## src/rtl/elastic_fifo_shift.sv

```systemverilog
// rtl/elastic_fifo_shift.sv - elastic FIFO storing left-shifted words, ready driven only from registered state
module elastic_fifo_shift #(
    parameter int DATA_W = 32,
    parameter int DEPTH  = 4,
    parameter int SHIFT  = 2,
    parameter int AFULL  = 3,
    parameter int CNT_W  = $clog2(DEPTH + 1)
) (
    input  logic              clk,
    input  logic              rst,
    input  logic [DATA_W-1:0] t0_data,
    input  logic              t0_valid,
    output logic              t0_ready,
    output logic [DATA_W-1:0] i0_data,
    output logic              i0_valid,
    input  logic              i0_ready,
    output logic [CNT_W-1:0]  count,
    output logic              almost_full
);
    localparam int PTR_W = (DEPTH > 1) ? $clog2(DEPTH) : 1;

    logic [DATA_W-1:0] mem_q [DEPTH];
    logic [PTR_W-1:0]  wr_ptr_q, wr_ptr_d;
    logic [PTR_W-1:0]  rd_ptr_q, rd_ptr_d;
    logic [CNT_W-1:0]  count_q, count_d;
    logic              afull_q, afull_d;
    logic              push, pop;

    // Ready never looks at i0_ready: a pop while full frees the slot only next cycle.
    assign t0_ready    = !rst && (count_q != CNT_W'(DEPTH));
    assign i0_valid    = (count_q != '0);
    assign i0_data     = i0_valid ? mem_q[rd_ptr_q] : '0;
    assign count       = count_q;
    assign almost_full = afull_q;

    assign push = t0_valid && t0_ready;
    assign pop  = i0_valid && i0_ready;

    always_comb begin
        wr_ptr_d = wr_ptr_q;
        rd_ptr_d = rd_ptr_q;
        count_d  = count_q;
        if (push) begin
            wr_ptr_d = (wr_ptr_q == PTR_W'(DEPTH - 1)) ? '0 : wr_ptr_q + 1'b1;
        end
        if (pop) begin
            rd_ptr_d = (rd_ptr_q == PTR_W'(DEPTH - 1)) ? '0 : rd_ptr_q + 1'b1;
        end
        case ({push, pop})
            2'b10:   count_d = count_q + 1'b1;
            2'b01:   count_d = count_q - 1'b1;
            default: count_d = count_q;
        endcase
        afull_d = (count_d >= CNT_W'(AFULL));
    end

    always_ff @(posedge clk) begin
        if (rst) begin
            wr_ptr_q <= '0;
            rd_ptr_q <= '0;
            count_q  <= '0;
            afull_q  <= 1'b0;
        end else begin
            wr_ptr_q <= wr_ptr_d;
            rd_ptr_q <= rd_ptr_d;
            count_q  <= count_d;
            afull_q  <= afull_d;
        end
    end

    // Storage is never cleared; push is already blocked during reset through t0_ready.
    always_ff @(posedge clk) begin
        if (push) begin
            mem_q[wr_ptr_q] <= t0_data << SHIFT;
        end
    end
endmodule

```

## config.mk

```make
export PLATFORM = sky130hd
export DESIGN_NAME = elastic_fifo_shift
export DESIGN_NICKNAME = d
export VERILOG_FILES = /design/src/rtl/elastic_fifo_shift.sv
export SDC_FILE = /design/constraint.sdc
export NUM_CORES = 1
export LEC_CHECK = 0
export BUFFER_PORTS_ARGS = -buffer_cell sky130_fd_sc_hd__buf_2
export CAP_MARGIN = 20
export CORE_UTILIZATION = 51
export DETAILED_ROUTE_END_ITERATION = 16
export GPL_ROUTABILITY_DRIVEN = 0
export PLACE_DENSITY_LB_ADDON = 0.15
export SLEW_MARGIN = 15
export SYNTH_ARGS = -nofsm -noshare
export SYNTH_HDL_FRONTEND = slang
export SYNTH_SLANG_ARGS = --single-unit
```

## constraint.sdc

```tcl
create_clock -name clk -period 2.2 [get_ports clk]
set_clock_uncertainty 0.15 [all_clocks]
set_input_delay 0.33 -clock clk [delete_from_list [all_inputs] [get_ports clk]]
set_output_delay 0.33 -clock clk [all_outputs]
set_load 0.005 [all_outputs]
```

[Word-level counts from Yosys, hierarchy flattened]
Memories as Yosys holds them, arrays and structs flattened. A register that Yosys moved wholly into a read port is not among the register bits.
Index checks and enable logic that the tools add are counted.
Word-level totals
  RAM bits: 120
  word-level logic and storage cells: 28
  flip-flop bits (word level): 8
  output and inout bits: 38
  memories kept: 1
Memories
  mem_q: words 4, bits a word 30, read ports 1, clocked after Yosys merged registers in 1, wr ports 1, RTL line 22  | logic [DATA_W-1:0] mem_q [DEPTH];
Cells by class
  equal/unequal tests: 5
  add/sub/neg operators: 4
  magnitude comparators: 1
  multiplexer cells: 8
  reductions and logical operators: 5
Operators with widths (number)
  $mux W32: 1
  $mux W2: 4
  $eq A2 B2 Y1 const B: 3
  $pmux W3 S2: 1
  $add A2 B1 Y2 const B: 2
  $add A3 B1 Y3 const B: 1
  $ge A3 B2 Y1 const B: 1
  $logic_and A1 B1 Y1: 3
  $ne A3 B3 Y1 const B: 1
  $reduce_bool A3 Y1: 1
  $sub A3 B1 Y3 const B: 1
  $eq A2 B1 Y1 const B: 1
  $mux W1: 2
  $logic_not A1 Y1: 1

[Longest topological paths before layout]
Gate-level depths: netlist of the first run.
  depth in word-level cells: 6
  mapped depth: 8
  depth with buffers taken out: 8

[Least setup slack after synthesis of the first run]
No wires, ideal clock.
  path kind: flip-flop to flip-flop
  start point: reg count_q[0] (netlist: count[0])
  end point: reg afull_q (netlist: almost_full)
  path slack: -0.197 ns
  buffers on the path: 0
  stages on the path, launching flop included: 9
  data required time: 1.971 ns
  library setup time: 0.079 ns
  arrival time: 2.168 ns
  cells stage by stage: dfxtp_1 -> nor3b_2 -> nor3b_4 -> inv_1 -> ha_1 -> fa_1 -> xnor2_1 -> or4_1 -> o211ai_1
Between the ends
  cells in the longest elaborated chain, start to end: 6
  elaborated cells on any way between the ends: 11
Ends and longest elaborated chain
  start: declaration: RTL line 25  | logic [CNT_W-1:0] count_q, count_d;
  start signal: assignment: RTL line 66  | count_q <= count_d;
  $ne A3 B3 Y1: RTL line 30  | assign t0_ready = !rst && (count_q != CNT_W'(DEPTH));
  $logic_and A1 B1 Y1: RTL line 30
  $logic_and A1 B1 Y1: RTL line 36  | assign push = t0_valid && t0_ready;
  $eq A2 B1 Y1 or $eq A2 B2 Y1 (tied branches): RTL line 49  | case ({push, pop})
  $pmux W3 S2 (*): RTL line 49
  $ge A3 B2 Y1 (*): RTL line 54  | afull_d = (count_d >= CNT_W'(AFULL));
  end signal: assignment: RTL line 67  | afull_q <= afull_d;
  end: declaration: RTL line 26  | logic afull_q, afull_d;
Mark *: on every way between the ends. The rest lies on a longest branch, timed or not.
A chain may end at the register's enable or synchronous reset.

==> metrics, run 1 <==
layout cells sized above 1 48.14%; starting density of the core 52.34%; Syn Inst Count 248; vias in the first global route 2740; Die Span X 101.9 um; Worst VDD drop 0.0008118 V; dominant cell by count in the synthesized netlist edfxtp_1; Port Buffers 69; ys async rst share 0%; Top cell by count, worst path buf_12; failing checks setup timing; DRT Pass-1 Iters 4; CP Buf/Inv Count 3; root buffer cell clkbuf_8; Hold Vio Cnt, Final 0; setup tns final -5.023 ns; Netlist cell types 30; crit path time final 2.408 ns; gr usage total 19.16%; post-route setup slack -0.2079 ns; post-synthesis cell area 0.005092 sq mm; via count 2747; Final period util 109.4%; slowest CP cell mux4_2; syn_area_per_cell 20.53 sq um; antenna violations before repair 0; top-area cell type share of the netlist area 70.76%; fillers 627; Longest Clk Path Bufs 2; Syn. warnings 0; FP Rows 36; EDFF count, synth 120; die area 0.01039 sq mm; Main synth FF type edfxtp_1; status finished with violations; # IOs 74; max frequency 0.4153 GHz; top cells by count, synth 120 x edfxtp_1, 31 x nor2b_1, 30 x mux4_2; Setup CP Type flip-flop to output port; Multi-input gate area 0.001334 sq mm; Clk Latency, worst-skew pair 0.51 ns; worst r2r src count[2]; CTS H-tree depth 4; die height 101.9 um; number of synthesized register bits 130; area grow syn2layout 37.84%; max-cap viol count 0; Post-Layout Cell Count 536; core area 0.009729 sq mm; Setup violations, final 31; first-pass GRT wire length 14110 um; CP Data Required Time 1.72 ns; Crit path max-delay family multiplexers; Nets 433; CTS Sinks 130; worst hold path startpoint rst; critical-path cell list buf_12 > buf_12 > mux4_2 > nor2b_4 > buf_2; Util after Layout 72.15%; static leakage 2.592 nW; Overflow after GRT 0; Clock transition at path regs 0.05 ns; number of CTS-inserted buffers 17; dpl cells 460; Avg Vias per Cell 5.125; n_diodes 0; Setup crit end kind output port; register area 0.003817 sq mm; highest fanout seen on the critical path 8; class of the most critical hold timing path input port to flip-flop; startpoint class of the critical path flip-flop; DP HPWL 5264 um; pin count of the biggest net entering global routing 24; RSZ-0062 raised after global routing yes; Critical Path AT 1.93 ns; WL/cell 17.38 um; Area contributors post-synth edfxtp_1 71%, mux4_2 13%, dfxtp_1 3.9%; DR iter-0 viols 121; Total Routed Length 9315 um; PwrDens 1213 mW/mm^2; CTS tree yes; pre-CTS setup slack -0.03856 ns; Seq/Total Area, Yosys 74.69%; final antenna-violating net count 0; Slew Limit Fails 0; slowest cell delay on critical path 0.51 ns; Hold WS 0.05078 ns; top cell type by total area after synthesis edfxtp_1; DRC 0
-- cell type report --
type	instances	share of cell area, %
clock buffers	17	5.900
repair buffers	134	15.38
well taps	133	2.371
inverters	5	0.2674
multi-input cells	102	19.00
flip-flops and latches	130	54.39
clock inverters	15	2.692
-- layer usage --
| metal | vias up | global-route usage (%) | wire length [um] |
|---|---|---|---|
| met4 | 0 | 6.593 | 80 |
| met1 | 1376 | 25.42 | 4154 |
| met2 | 96 | 30.77 | 4658 |
| li1 | 1267 | - | - |
| met3 | 8 | 5.472 | 421 |
| met5 | - | 0 | 0 |
-- placed cells by master, fill, tap and decap left out, drive strengths merged, types with 6 or more instances in the layout --
cell type | netlist | layout
ha | 6 | 6
dlygate4sd3 | 0 | 30
edfxtp | 120 | 120
mux4 | 30 | 30
nor2b | 31 | 31
clkinv | 0 | 6
nor2 | 8 | 8
inv | 5 | 6
clkbuf | 3 | 18
dfxtp | 10 | 10
buf | 9 | 103
-- power by group --
part / switching, mW / internal (mW) / total, mW
Sequential: 0.101 / 2.92 / 3.02
Clock: 0.986 / 1.82 / 2.81
Combinational: 1.16 / 1.53 / 2.69
-- through the flow --
stage               power [mW]  instance area (sq um)
global placement         4.965                   5791
global route             8.914                   7019
finish                   8.517                   7019
CTS                      8.104                   6825
detailed placement       5.009                   5791
floorplan                4.183                   5114
-- cells by family (layout without fill, tap and decap cells) --
| kind of cell | after synthesis | count (layout) | share of synthesized area (%) |
|---|---|---|---|
| multiplexers | 34 | 34 | 14.10 |
| other | 1 | 2 | 0.07364 |
| adder cells (fa/ha/maj) | 7 | 7 | 1.867 |
| flip-flops | 130 | 130 | 74.69 |
| AND/OR/NAND/NOR | 51 | 51 | 6.093 |
| buffers and inverters | 17 | 171 | 1.941 |
| AO/OA/AOI/OAI | 6 | 6 | 0.8845 |
| XOR/XNOR | 2 | 2 | 0.3440 |
-- flip-flops by register name, indices dropped and copies added (netlist names), named ones only --
| name | count |
|---|---|
| mem_q | 120 |
| count | 3 |
| rd_ptr_q | 2 |
| wr_ptr_q | 2 |
| almost_full | 1 |
-- path summary, 6_finish.rpt --
kind / depth (start not counted) / slack [ns] / to
worst max-delay path: 5 / -0.21 / i0_data[12]
worst min-delay path: 3 / 0.05 / count[1]
worst max register to register: 8 / -0.02 / almost_full
worst min register to register: 2 / 0.35 / flip-flop
-- worst reg2reg max path, cell delays in order, from the launching register on --
cell      delay [ns]
dfxtp_4         0.36
nor3b_4         0.16
nor3b_4         0.20
inv_2           0.07
ha_4            0.17
fa_2            0.35
xnor2_2         0.15
or4_4           0.42
o211ai_1        0.11
-- repair_timing --
item | CTS | global route
setup buffers | 4 | 8
cloned | 1 | 1
hold buffers | 30 | 0
pin swaps | 0 | 4
hold endpoints to repair | 120 | 0
gates resized for setup | 13 | 21
endpoints found under the setup margin | 32 | 33
No activity file was read; power rests on OpenSTA's default activity.
==> run 2, diff against run 1 <==
--- a/config.mk
+++ b/config.mk
@@ -5,12 +5,14 @@
 export SDC_FILE = /design/constraint.sdc
 export NUM_CORES = 1
 export LEC_CHECK = 0
+export ABC_AREA = 1
 export BUFFER_PORTS_ARGS = -buffer_cell sky130_fd_sc_hd__buf_2
 export CAP_MARGIN = 20
 export CORE_UTILIZATION = 51
 export DETAILED_ROUTE_END_ITERATION = 16
 export GPL_ROUTABILITY_DRIVEN = 0
 export PLACE_DENSITY_LB_ADDON = 0.15
+export RECOVER_POWER = 100
 export SLEW_MARGIN = 15
 export SYNTH_ARGS = -nofsm -noshare
 export SYNTH_HDL_FRONTEND = slang
==> run 2 against run 1 <==
Compared with the run above:
- the flow still finishes with violations (setup timing)
- total power increased by 0.74%
- sequential power is 2% lower
- wire length increased by 27%
- hold slack got worse by 0.0052 ns
- synthesized cell count is 73% higher
- synthesized area rose by 2.6%
- critical path depth rose by 2
- global-route usage increased by 2.5 points
- clock power shrank 7%
- via count grew 33%
- critical endpoint is now i0_data[28]
==> metrics, run 2 <==
class of the most critical hold timing path input port to flip-flop; DRC 0; Nets 603; Overflow after GRT 0; Netlist cell types 25; Die Span X 103.2 um; max FFs per register 120; Setup CP Type flip-flop to output port; Hold Vio Cnt, Final 0; top-area cell type share of the netlist area 68.97%; gr usage total 21.66%; number of CTS-inserted buffers 17; pin count of the biggest net entering global routing 31; PwrDens 1217 mW/mm^2; Post-Synth XOR/XNOR Area 0.1676%; commonest non-fill, non-tap cell in the layout edfxtp_1; CP Buf/Inv Count 3; EDFF count, synth 120; Setup crit end kind output port; relative slew slack 64.17%; top cells by count, synth 136 x nor2_1, 120 x edfxtp_1, 47 x o21ai_1; largest family of logic cells by synthesized area simple AND/OR/NAND/NOR gates; Top reg by flops mem_q; top cell type by total area after synthesis edfxtp_1; Clock transition at path regs 0.05 ns; Longest Clk Path Bufs 2; WL/cell 16.71 um; Total Routed Length 11800 um; setup tns final -0.06068 ns; Slew Limit Fails 0; post-route setup slack -0.06068 ns; Clk Latency, worst-skew pair 0.52 ns; post-synthesis cell area 0.005225 sq mm; crit path time final 2.261 ns; CTS H-tree depth 4; CP Data Required Time 1.72 ns; DR iter-0 viols 192; mux share of post-synthesis cell area 0%; Top cell by count, worst path nor2_1; FF-to-FF setup slack 0.13 ns; antenna violations before repair 0; Setup violations, final 1; first-pass GRT wire length 16260 um; final antenna-violating net count 0; Util after Layout 71.45%; ys async rst share 0%; FP Rows 36; root buffer cell clkbuf_8; layout cells sized above 1 23.21%; Synth Area in Adders 1.820%; die area 0.01065 sq mm; DP HPWL 5831 um; core area 0.009864 sq mm; max-cap viol count 0; highest fanout seen on the critical path 9; Worst VDD drop 0.0007243 V; commonest cells after routing, fill and taps aside 120 x edfxtp_1, 119 x nor2_1, 50 x o21ai_1; Avg Vias per Cell 5.173; Critical Path AT 1.78 ns; DRT Pass-1 Iters 5; area grow syn2layout 34.89%; Compound-Gate Fraction of Synth Area 9.004%; Syn Inst Count 428; startpoint class of the critical path flip-flop; max frequency 0.4423 GHz; syn_area_per_cell 12.21 sq um; Seq/Total Area, Yosys 72.80%; starting density of the core 52.97%; Hold WS 0.04559 ns; RSZ-0062 raised after global routing yes; Syn. warnings 0; Final period util 102.8%; dominant cell by count in the synthesized netlist nor2_1; failing checks setup timing; via count 3652; # IOs 74; slowest CP cell dfxtp_4; die height 103.2 um; CTS tree yes; Synth Area in Simple Gates 11.33%; Port Buffers 69; n_diodes 0; Main synth FF type edfxtp_1; Worst-Margin Slew 0.5375 ns; Crit path max-delay family buffers and inverters; vias in the first global route 3284; Area contributors post-synth edfxtp_1 69%, nor2_1 9.8%, o21ai_1 4.5%; number of synthesized register bits 130; status finished with violations; slowest cell delay on critical path 0.39 ns; CTS Sinks 130; static leakage 2.604 nW; critical-path cell list buf_6 > clkbuf_16 > nor2_1 > nor2_1 > o21ai_2 > a21oi_2 > buf_2; pre-CTS setup slack 0.04172 ns
==> run 2: metrics by stage <==
step | instance area [sq um] | total power, mW | instances
floorplan | 5229 | 4.363 | 429
global placement | 5767 | 5.128 | 626
detailed placement | 5767 | 5.176 | 626
CTS | 6741 | 8.069 | 692
global route | 7048 | 9.030 | 706
finish | 7048 | 8.580 | 706
==> run 2: area by class of cell <==
type	count	area, sq um
well taps	133	166.4
fillers	686	2816
inverters	17	83.83
multi-input cells	258	1300
repair buffers	135	1121
clock buffers	19	421.7
flip-flops and latches	130	3809
repair inverters	1	8.758
clock inverters	13	137.6
==> run 2: logic make-up (layout without fill, tap and decap cells) <==
group,count (synthesis),in the layout
AND/OR/NAND/NOR,154,154
XOR/XNOR,1,1
AO/OA/AOI/OAI,94,94
flip-flops,130,130
buffers and inverters,41,185
other,1,2
adder cells (fa/ha/maj),7,7
==> run 2: final timing paths <==
kind,startpoint,endpoint,cells past startpoint
setup / recovery,flip-flop,i0_data[28],7
hold / removal,i0_ready,rd_ptr_q[1],4
setup reg to reg,count[1],mem_q[0][3],6
hold reg to reg,wr_ptr_q[1],wr_ptr_q[1],2
==> run 2: what timing repair did <==
action / in CTS / in global routing
pin swaps: 0 / 18
resized for setup: 13 / 55
endpoints found under the hold margin: 123 / 0
endpoints found under the setup margin: 30 / 32
hold buffers: 32 / 0
buffers inserted: 0 / 5
gates cloned: 2 / 9
==> run 2: metal layers <==
| layer | share of wire (%) | track usage (%) |
|---|---|---|
| met3 | 6.0 | 5.780 |
| met4 | 1.8 | 10.29 |
| met2 | 49 | 35.44 |
| met5 | 0 | 0 |
| met1 | 43 | 27.08 |
==> run 2: where the power goes <==
group          leakage (nW)  total (mW)  internal, mW  switching (mW)
logic                  1.17        3.00          1.34            1.66
registers              1.17        2.96          2.87          0.0926
clock network         0.258        2.62          1.61            1.01
==> run 2: worst min-delay path, delay by kind of cell <==
family,cells,cell delay [ns]
AO/OA/AOI/OAI,1,0.14
buffers and inverters,1,0.08
AND/OR/NAND/NOR,2,0.11
==> run 3, diff against run 2 <==
--- a/config.mk
+++ b/config.mk
@@ -9,6 +9,7 @@
 export BUFFER_PORTS_ARGS = -buffer_cell sky130_fd_sc_hd__buf_2
 export CAP_MARGIN = 20
 export CORE_UTILIZATION = 51
+export CTS_CLUSTER_DIAMETER = 80
 export DETAILED_ROUTE_END_ITERATION = 16
 export GPL_ROUTABILITY_DRIVEN = 0
 export PLACE_DENSITY_LB_ADDON = 0.15
==> constraint.sdc (replaced) <==
create_clock -name clk -period 2.05 [get_ports clk]
set_clock_uncertainty 0.15 [all_clocks]
set_input_delay 0.3075 -clock clk [delete_from_list [all_inputs] [get_ports clk]]
set_output_delay 0.3075 -clock clk [all_outputs]
set_load 0.005 [all_outputs]
==> run 3 against run 2 <==
Compared with the run above:
- largest cell class unchanged
- wire length is 5.7% higher
- highest routed layer unchanged
- the run still ends with setup timing left
- final cell count is 0.42% higher
- register-to-register slack worse by 0.05 ns
==> metrics, run 3 (synthesis gave the netlist of run 2 again) <==
CP Data Required Time 1.59 ns; Final period util 110.5%; register area 0.003815 sq mm; Worst VDD drop 0.0008076 V; core area 0.009864 sq mm; via count 3693; Port Buffers 69; WL/cell 17.60 um; Die Span X 103.2 um; Util after Layout 73.82%; Setup violations, final 30; fillers 644; CTS Sinks 130; static leakage 2.703 nW; slowest CP cell dfxtp_4; startpoint class of the critical path flip-flop; Critical Path AT 1.81 ns; critical-path cell list buf_12 > clkbuf_16 > nor2_1 > nor2_1 > o21ai_1 > a21oi_1 > buf_2; gr usage total 23.42%; final antenna-violating net count 0; RSZ-0062 raised after global routing yes; DRT Pass-1 Iters 5; first-pass GRT wire length 17650 um; Setup CP Type flip-flop to output port; DRC 0; crit path time final 2.265 ns; M1 WL 5120 um; Overflow after GRT 0; commonest cells after routing, fill and taps aside 122 x nor2_1, 120 x edfxtp_1, 43 x o21ai_1; Total Routed Length 12480 um; CP Buf/Inv Count 3; DP HPWL 6111 um; number of CTS-inserted buffers 17; max frequency 0.4415 GHz; class of the most critical hold timing path input port to flip-flop; area grow syn2layout 39.37%; Top reg by flops mem_q; met2 wire length 6512 um; CTS tree yes; failing checks setup timing; max FFs per register 120; Post-Layout Cell Count 709; Slew Limit Fails 0; starting density of the core 52.97%; Clk Latency, worst-skew pair 0.52 ns; max-cap viol count 0; Hold WS 0.02912 ns; layout cells sized above 1 26.74%; Avg Vias per Cell 5.209; DR iter-0 viols 187; root buffer cell clkbuf_8; Nets 606; Hold Vio Cnt, Final 0; die area 0.01065 sq mm; slowest cell delay on critical path 0.39 ns; Setup crit end kind output port; status finished with violations; pin count of the biggest net entering global routing 31; Top cell by count, worst path nor2_1; Clock transition at path regs 0.05 ns; vias in the first global route 3576; commonest non-fill, non-tap cell in the layout nor2_1; antenna violations before repair 0; FP Rows 36; dpl cells 630; CTS H-tree depth 4; die height 103.2 um; Multi-input gate area 0.001373 sq mm; top sig layer met4; Crit path max-delay family buffers and inverters; PwrDens 1365 mW/mm^2; n_diodes 0; Longest Clk Path Bufs 2; post-route setup slack -0.2152 ns; highest fanout seen on the critical path 7; # IOs 74; met3 WL 776 um
==> run 3: cell count changes in the layout (fill, tap and decap cells not counted), sizes merged <==
cell	previous run	this run
buf	53	71
clkinvlp	5	2
clkbuf	69	56
clkinv	6	5
bufbuf	0	1
inv	18	15
bufinv	2	6
==> run 3: worst paths after layout <==
| check | from | to | slack [ns] | depth (start not counted) |
|---|---|---|---|---|
| worst min register to register | rd_ptr_q[1] | flip-flop | 0.36 | 2 |
| worst min-delay path | i0_ready | flip-flop | 0.03 | 4 |
| worst max register to register | count[0] | almost_full | 0.08 | 10 |
| worst max-delay path | flip-flop | i0_data[17] | -0.22 | 7 |
==> run 3: timing repair <==
item                                    4_1_cts  5_1_grt
gates cloned                                  3        7
endpoints found under the hold margin       123        0
endpoints found under the setup margin       31       32
hold buffers                                 32        0
resized for setup                            46       34
setup buffers                                 4        2
pin swaps                                     3       12
==> run 3: tightest hold or removal path, delay by kind of cell <==
kind                   cells  cell delay (ns)
buffers and inverters      1             0.08
AND/OR/NAND/NOR            2             0.12
AO/OA/AOI/OAI              1             0.14
==> run 3: final cells by class <==
| cell class | count | area share [%] |
|---|---|---|
| clock buffers | 21 | 5.893 |
| multi-input cells | 258 | 18.85 |
| well taps | 133 | 2.285 |
| flip-flops and latches | 130 | 52.39 |
| clock inverters | 11 | 2.869 |
| repair buffers | 139 | 16.55 |
| inverters | 17 | 1.168 |
==> run 3: routing by layer <==
| metal | GRT usage, % | vias up |
|---|---|---|
| li1 | - | 1764 |
| met1 | 27.24 | 1781 |
| met2 | 42.36 | 140 |
| met3 | 6.586 | 8 |
| met4 | 6.826 | 0 |
| met5 | 0 | - |
==> run 3: where the power goes <==
group,switching (mW),internal (mW),leakage (nW)
registers,0.0998,3.08,1.17
clock network,1.04,2.21,0.305
logic,1.90,1.61,1.22
total,3.04,6.90,2.70
==> run 3: per-stage QoR <==
step,power [mW],instance area (sq um),setup slack (ns),TNS [ns]
detailed placement,5.603,5809,-0.08317,-0.08317
CTS,9.577,7052,-0.1595,-3.221
finish,9.943,7282,-0.2152,-3.280
global route,10.44,7282,-0.2877,-5.892
floorplan,4.684,5239,-0.04455,-5.346
global placement,5.548,5809,0.001189,0
